[src/rtl/reg_file_mp_if.sv]
// Bus bundle between decode/writeback (master) and the multi-port register file (slave).
// Port groups: read (rd_en/ra/rb -> bus_a/bus_b/busy_a/busy_b), two write ports and a reserve port.
interface reg_file_mp_if #(
   parameter int DATA_WIDTH = 16,
   parameter int ADDR_WIDTH = 3
);
   localparam int NUM_REGS = 2 ** ADDR_WIDTH;

   // Handshake: there is no valid/ready pair. rd_en, we1, we2 and rsv_en are single-cycle
   // qualifiers sampled on the rising clock edge. The register file never back-pressures,
   // so every enabled request is accepted on the edge where it is seen.
   logic                  rd_en;
   logic [ADDR_WIDTH-1:0] ra;
   logic [ADDR_WIDTH-1:0] rb;
   logic [DATA_WIDTH-1:0] bus_a;
   logic [DATA_WIDTH-1:0] bus_b;
   logic                  busy_a;
   logic                  busy_b;

   logic                  we1;
   logic                  we2;
   logic [ADDR_WIDTH-1:0] rw1;
   logic [ADDR_WIDTH-1:0] rw2;
   logic [DATA_WIDTH-1:0] bus_w1;
   logic [DATA_WIDTH-1:0] bus_w2;

   logic                  rsv_en;
   logic [ADDR_WIDTH-1:0] rsv_addr;
   logic [NUM_REGS-1:0]   busy_vec;

   modport master (
      output rd_en, ra, rb,
      output we1, we2, rw1, rw2, bus_w1, bus_w2,
      output rsv_en, rsv_addr,
      input  bus_a, bus_b, busy_a, busy_b, busy_vec
   );

   modport slave (
      input  rd_en, ra, rb,
      input  we1, we2, rw1, rw2, bus_w1, bus_w2,
      input  rsv_en, rsv_addr,
      output bus_a, bus_b, busy_a, busy_b, busy_vec
   );
endinterface

[src/rtl/reg_file_mp.sv]
// Parametrised register file: two write ports, two clocked read ports with write-first
// bypass, and a per-register busy scoreboard for decode-stage hazard detection.
module reg_file_mp #(
   parameter int DATA_WIDTH = 16,
   parameter int ADDR_WIDTH = 3,
   parameter int ZERO_REG   = 1
) (
   input logic            clock,
   input logic            reset_n,
   reg_file_mp_if.slave   bus
);
   localparam int NUM_REGS = 2 ** ADDR_WIDTH;

   logic [DATA_WIDTH-1:0] r_regs [NUM_REGS];
   logic [NUM_REGS-1:0]   r_busy;
   logic [DATA_WIDTH-1:0] r_bus_a;
   logic [DATA_WIDTH-1:0] r_bus_b;
   logic                  r_busy_a;
   logic                  r_busy_b;

   logic                  w_we1;
   logic                  w_we2;
   logic                  w_zero_ra;
   logic                  w_zero_rb;
   logic [NUM_REGS-1:0]   w_set;
   logic [NUM_REGS-1:0]   w_clr;
   logic [NUM_REGS-1:0]   w_busy_next;
   logic [DATA_WIDTH-1:0] w_rd_a;
   logic [DATA_WIDTH-1:0] w_rd_b;

   // Register 0 is hard-wired to zero when ZERO_REG is set: writes and reads are masked here.
   assign w_we1     = bus.we1 && !((ZERO_REG != 0) && (bus.rw1 == '0));
   assign w_we2     = bus.we2 && !((ZERO_REG != 0) && (bus.rw2 == '0));
   assign w_zero_ra = (ZERO_REG != 0) && (bus.ra == '0);
   assign w_zero_rb = (ZERO_REG != 0) && (bus.rb == '0);

   always_comb begin
      w_set       = '0;
      w_clr       = '0;
      w_busy_next = '0;
      for (int i = 0; i < NUM_REGS; i++) begin
         w_set[i] = bus.rsv_en && (bus.rsv_addr == ADDR_WIDTH'(i)) &&
                    !((ZERO_REG != 0) && (i == 0));
         w_clr[i] = (bus.we1 && (bus.rw1 == ADDR_WIDTH'(i))) ||
                    (bus.we2 && (bus.rw2 == ADDR_WIDTH'(i)));
         // A new reservation supersedes a same-edge writeback to the same register.
         w_busy_next[i] = w_set[i] | (r_busy[i] & ~w_clr[i]);
      end
   end

   // Write-first bypass, W2 ahead of W1 to match the storage priority.
   always_comb begin
      w_rd_a = r_regs[bus.ra];
      if (w_zero_ra) begin
         w_rd_a = '0;
      end else if (w_we2 && (bus.rw2 == bus.ra)) begin
         w_rd_a = bus.bus_w2;
      end else if (w_we1 && (bus.rw1 == bus.ra)) begin
         w_rd_a = bus.bus_w1;
      end
   end

   always_comb begin
      w_rd_b = r_regs[bus.rb];
      if (w_zero_rb) begin
         w_rd_b = '0;
      end else if (w_we2 && (bus.rw2 == bus.rb)) begin
         w_rd_b = bus.bus_w2;
      end else if (w_we1 && (bus.rw1 == bus.rb)) begin
         w_rd_b = bus.bus_w1;
      end
   end

   always_ff @(posedge clock or negedge reset_n) begin
      if (!reset_n) begin
         for (int i = 0; i < NUM_REGS; i++) begin
            r_regs[i] <= '0;
         end
      end else begin
         if (w_we1) begin
            r_regs[bus.rw1] <= bus.bus_w1;
         end
         // Later assignment wins, so W2 takes a colliding address.
         if (w_we2) begin
            r_regs[bus.rw2] <= bus.bus_w2;
         end
      end
   end

   always_ff @(posedge clock or negedge reset_n) begin
      if (!reset_n) begin
         r_busy <= '0;
      end else begin
         r_busy <= w_busy_next;
      end
   end

   always_ff @(posedge clock or negedge reset_n) begin
      if (!reset_n) begin
         r_bus_a  <= '0;
         r_bus_b  <= '0;
         r_busy_a <= 1'b0;
         r_busy_b <= 1'b0;
      end else if (bus.rd_en) begin
         r_bus_a  <= w_rd_a;
         r_bus_b  <= w_rd_b;
         r_busy_a <= w_busy_next[bus.ra];
         r_busy_b <= w_busy_next[bus.rb];
      end
   end

   assign bus.bus_a    = r_bus_a;
   assign bus.bus_b    = r_bus_b;
   assign bus.busy_a   = r_busy_a;
   assign bus.busy_b   = r_busy_b;
   assign bus.busy_vec = r_busy;
endmodule
[src/flat_wrapper.sv]
// flat-port wrapper written by rule: the top's interface ports become plain ports
module reg_file_mp_flat 
#(
   parameter int DATA_WIDTH = 16,
   parameter int ADDR_WIDTH = 3,
   parameter int ZERO_REG   = 1
)
  (clock, reset_n, bus_rd_en, bus_ra, bus_rb, bus_we1, bus_we2, bus_rw1, bus_rw2, bus_bus_w1, bus_bus_w2, bus_rsv_en, bus_rsv_addr, bus_bus_a, bus_bus_b, bus_busy_a, bus_busy_b, bus_busy_vec);
  reg_file_mp_if #(.DATA_WIDTH(DATA_WIDTH), .ADDR_WIDTH(ADDR_WIDTH)) bus_i ();
  input logic clock;
  input logic reset_n;
  input wire logic [$bits(bus_i.rd_en)-1:0] bus_rd_en;
  input wire logic [$bits(bus_i.ra)-1:0] bus_ra;
  input wire logic [$bits(bus_i.rb)-1:0] bus_rb;
  input wire logic [$bits(bus_i.we1)-1:0] bus_we1;
  input wire logic [$bits(bus_i.we2)-1:0] bus_we2;
  input wire logic [$bits(bus_i.rw1)-1:0] bus_rw1;
  input wire logic [$bits(bus_i.rw2)-1:0] bus_rw2;
  input wire logic [$bits(bus_i.bus_w1)-1:0] bus_bus_w1;
  input wire logic [$bits(bus_i.bus_w2)-1:0] bus_bus_w2;
  input wire logic [$bits(bus_i.rsv_en)-1:0] bus_rsv_en;
  input wire logic [$bits(bus_i.rsv_addr)-1:0] bus_rsv_addr;
  output wire logic [$bits(bus_i.bus_a)-1:0] bus_bus_a;
  output wire logic [$bits(bus_i.bus_b)-1:0] bus_bus_b;
  output wire logic [$bits(bus_i.busy_a)-1:0] bus_busy_a;
  output wire logic [$bits(bus_i.busy_b)-1:0] bus_busy_b;
  output wire logic [$bits(bus_i.busy_vec)-1:0] bus_busy_vec;
  assign bus_i.rd_en = bus_rd_en;
  assign bus_i.ra = bus_ra;
  assign bus_i.rb = bus_rb;
  assign bus_i.we1 = bus_we1;
  assign bus_i.we2 = bus_we2;
  assign bus_i.rw1 = bus_rw1;
  assign bus_i.rw2 = bus_rw2;
  assign bus_i.bus_w1 = bus_bus_w1;
  assign bus_i.bus_w2 = bus_bus_w2;
  assign bus_i.rsv_en = bus_rsv_en;
  assign bus_i.rsv_addr = bus_rsv_addr;
  assign bus_bus_a = bus_i.bus_a;
  assign bus_bus_b = bus_i.bus_b;
  assign bus_busy_a = bus_i.busy_a;
  assign bus_busy_b = bus_i.busy_b;
  assign bus_busy_vec = bus_i.busy_vec;
  reg_file_mp #(.DATA_WIDTH(DATA_WIDTH), .ADDR_WIDTH(ADDR_WIDTH), .ZERO_REG(ZERO_REG)) u_core (.clock(clock), .reset_n(reset_n), .bus(bus_i));
endmodule
[config.mk]
export PLATFORM = sky130hd
export DESIGN_NAME = reg_file_mp_flat
export DESIGN_NICKNAME = d
export VERILOG_FILES = /design/src/rtl/reg_file_mp_if.sv /design/src/rtl/reg_file_mp.sv /design/src/flat_wrapper.sv
export SDC_FILE = /design/constraint.sdc
export NUM_CORES = 1
export LEC_CHECK = 0
export BUFFER_PORTS_ARGS = -buffer_cell sky130_fd_sc_hd__buf_2
export CAP_MARGIN = 40
export CORE_UTILIZATION = 55
export DETAILED_ROUTE_END_ITERATION = 7
export PLACE_DENSITY = 0.75
export RECOVER_POWER = 100
export SYNTH_ARGS = -nofsm -noshare
export SYNTH_HDL_FRONTEND = slang
export SYNTH_SLANG_ARGS = --single-unit
[constraint.sdc]
create_clock -name clock -period 5 [get_ports clock]
set_input_delay 1 -clock clock [delete_from_list [all_inputs] [get_ports clock]]
set_output_delay 1 -clock clock [all_outputs]
set_load 0.05 [all_outputs]
==> results.json <==
{
  "yosys.cell_types.count": 46,
  "ctsRootBufferMaster": "clkbuf_16",
  "seqCellArea_sq_mm": 0.00425,
  "pin_count": 95,
  "insertion_delay_ns": 0.44,
  "vias_per_cell": 6.57,
  "ys_ff_latch": 170,
  "grt_max_degree": 63,
  "critPathLaunchType": "input pin",
  "status": "finished with violations",
  "design_area_sq_mm": 0.0114,
  "drc": 0,
  "grt_first_pass_wirelength_microns": 46900,
  "rows": 49,
  "cp_max_fo": 33,
  "crit_top_cell": "clkbuf_1",
  "hold_buffers": 0,
  "worst-path-buf-inv": 2,
  "drive_above_1_share_pct": 17.9,
  "io_buffers": 94,
  "syn_inst": 1010,
  "synth_area_leader_cell": "dfrtp_1",
  "worstMarginPinSlew_ns": 2.30,
  "fin_skew_ns": 0.00650,
  "cts-resized-gates": 0,
  "synth_top_area_share_pct": 41.0,
  "clock.fmax_ghz": 0.262,
  "grt_overflow": 0,
  "end_kind": "register",
  "num_antenna_cells": 0,
  "routedWlPerCell_microns": 23.6,
  "power_leakage_nw": 5.30,
  "async_flop_share_pct": 100,
  "hold_path_class": "register to register",
  "cts.sinks": 170,
  "cts.clk_slew.worst_paths_ns": 0.07,
  "max_stage_delay_ns": 1.31,
  "ant_nets": 0,
  "fp.dieW_microns": 139,
  "wl_microns": 29900,
  "arrival_ns": 4.15,
  "drt_iter0_markers": 980,
  "cts_buffers": 17,
  "area_growth_pct": 9.60,
  "synth_edf_count": 0,
  "die_area_sq_mm": 0.0194,
  "preCtsSetupSlack_ns": 1.63,
  "htree_levels": 4,
  "violations": "max-capacitance violations, max-slew violations",
  "irDropWorstVdd_mv": 0.249,
  "vias": 8306,
  "final_core_util_pct": 62.4,
  "grt_pass1_vias": 7949,
  "drt_pass1_iterations": 6,
  "initial_core_util_pct": 57.0,
  "rsz0062_at_grt": "false",
  "cts.path.max_buffers": 2,
  "crit_chain": "clkbuf_1 -> nand4b_1 -> clkbuf_1 -> a31oi_1 -> mux2i_1 -> a211oi_1 -> o32ai_1",
  "netlist_top_cells_area": "dfrtp_1 41%, mux4_2 14%, mux2i_1 13%",
  "setup_viol": 0,
  "final.setup.tns_ns": 0,
  "report.final.slew_viol_count": 317,
  "nNetsFinal": 1076,
  "slew_headroom_pct": -53.4,
  "ys.flop_type": "dfrtp_1",
  "antenna_found_initial": 0,
  "n_fill_cell": 1489,
  "cp.required_ns": 5.34,
  "die_y_microns": 139,
  "globalplace.congestion": 0.846,
  "hold_viol": 0,
  "fin_ws_ns": 1.18,
  "grt_usage_pct": 32.1,
  "synth_area_sq_mm": 0.0104,
  "post_cts_buffers": 0,
  "core_sq_mm": 0.0182,
  "powerDensity_mw_per_mm2": 395,
  "power_mw": 4.49,
  "avgSynthCellArea_sq_um": 10.3,
  "yosysMostFrequentCell": "dfrtp_1",
  "fin_crit_ns": 3.82,
  "max-cap-violations": 10,
  "fin_crit_sh_pct": 76.3,
  "crit_family": "buffers and inverters",
  "ys_top_cells_by_count": "170 x dfrtp_1, 154 x nand2_1, 131 x mux2i_1",
  "yosysSeqAreaShare_pct": 41.0,
  "ys_warn_count": 0,
  "cts_tree": "built",
  "path_class": "input pin to register",
  "placed_area_sq_mm": 0.0109,
  "dp_hpwl_microns": 19100,
  "multi_input_area_sq_mm": 0.00551,
  "synth_nets": 1063,
  "slowest_stage": "clkbuf_1"
}
-- report_power, final --
group / switching, mW / internal (mW)
clock: 0.564 / 0.807
sequential: 0.211 / 1.65
combinational: 0.742 / 0.518
-- metal layers --
layer	routed length (microns)	global-route usage [%]
met4	663	10.9
met2	13300	48.1
met1	13100	47.2
met3	2870	5.82
met5	0	0
-- cells by family (layout without fill, tap and decap cells) --
group | count (synthesis) | after routing | share of synthesized area, %
flip-flops | 170 | 170 | 41.0
buffers and inverters | 158 | 183 | 6.27
XOR/XNOR | 8 | 8 | 0.675
multiplexers | 211 | 211 | 28.6
AND/OR/NAND/NOR | 293 | 293 | 13.1
AO/OA/AOI/OAI | 170 | 170 | 10.4
-- sequential cells by signal, summed over array words and instances, names as in the netlist --
signal               cells
u_core.bus.bus_b        16
u_core.bus.busy_a        1
u_core.bus.busy_b        1
u_core.bus.bus_a        16
u_core.r_regs          128
u_core.bus.busy_vec      8
-- placed cells by master (no fill, tap or decap), types with 2 or more instances in the layout --
master       n
a211oi_1     4
a21oi_1     67
a221o_1     16
a31oi_1      4
and3_1       4
and4b_1      3
buf_2       46
buf_4       16
bufinv_16    3
clkbuf_1    56
clkbuf_16   17
clkbuf_8     2
clkinv_2     5
clkinv_4     3
dfrtp_1    170
inv_1       31
mux2_2       6
mux2_4      10
mux2i_1    131
mux4_2      64
nand2_1    154
nand2b_1    17
nand3_1      5
nand4_1      2
nand4b_1     6
nor2_1      69
nor2b_1     16
nor4bb_1     3
nor4bb_4     3
o21ai_0     49
o221ai_1    17
o31a_1       3
or3b_1       2
or3b_2       2
or4b_2       2
or4bb_1      3
xnor2_1      8
-- final cells by class --
class	instances	area share, %
Clock buffer	19	3.98
Clock inverter	12	1.31
Inverter	32	1.06
Multi-Input combinational cell	682	48.5
Sequential cell	170	37.4
Tap cell	229	2.52
Timing Repair Buffer	120	5.22
-- path summary, 6_finish.rpt --
| path | endpoint | start | cells past startpoint | slack, ns |
|---|---|---|---|---|
| setup / recovery | u_core.bus.busy_b | bus_rw2[1] | 7 | 1.18 |
| hold / removal | u_core.r_regs[123] | u_core.r_regs[123] | 0 | 0.40 |
| setup reg to reg | u_core.bus.bus_a[14] | u_core.r_regs[78] | 5 | 3.18 |
| hold reg to reg | u_core.r_regs[123] | u_core.r_regs[123] | 0 | 0.40 |
| max in group asynchronous | u_core.r_regs[91] | reset_n | 3 | 1.78 |
| min in group asynchronous | u_core.r_regs[43] | reset_n | 1 | 1.11 |
-- metrics by stage --
| step | cells | hold slack (ns) |
|---|---|---|
| finish | 1264 | 0.398 |
| global route | 1264 | 0.411 |
| CTS | 1264 | 0.397 |
| detailed placement | 1233 | 0.383 |
| global placement | 1232 | 0.379 |
| floorplan | 1010 | 0.441 |
(Power assumes the default switching activity.)
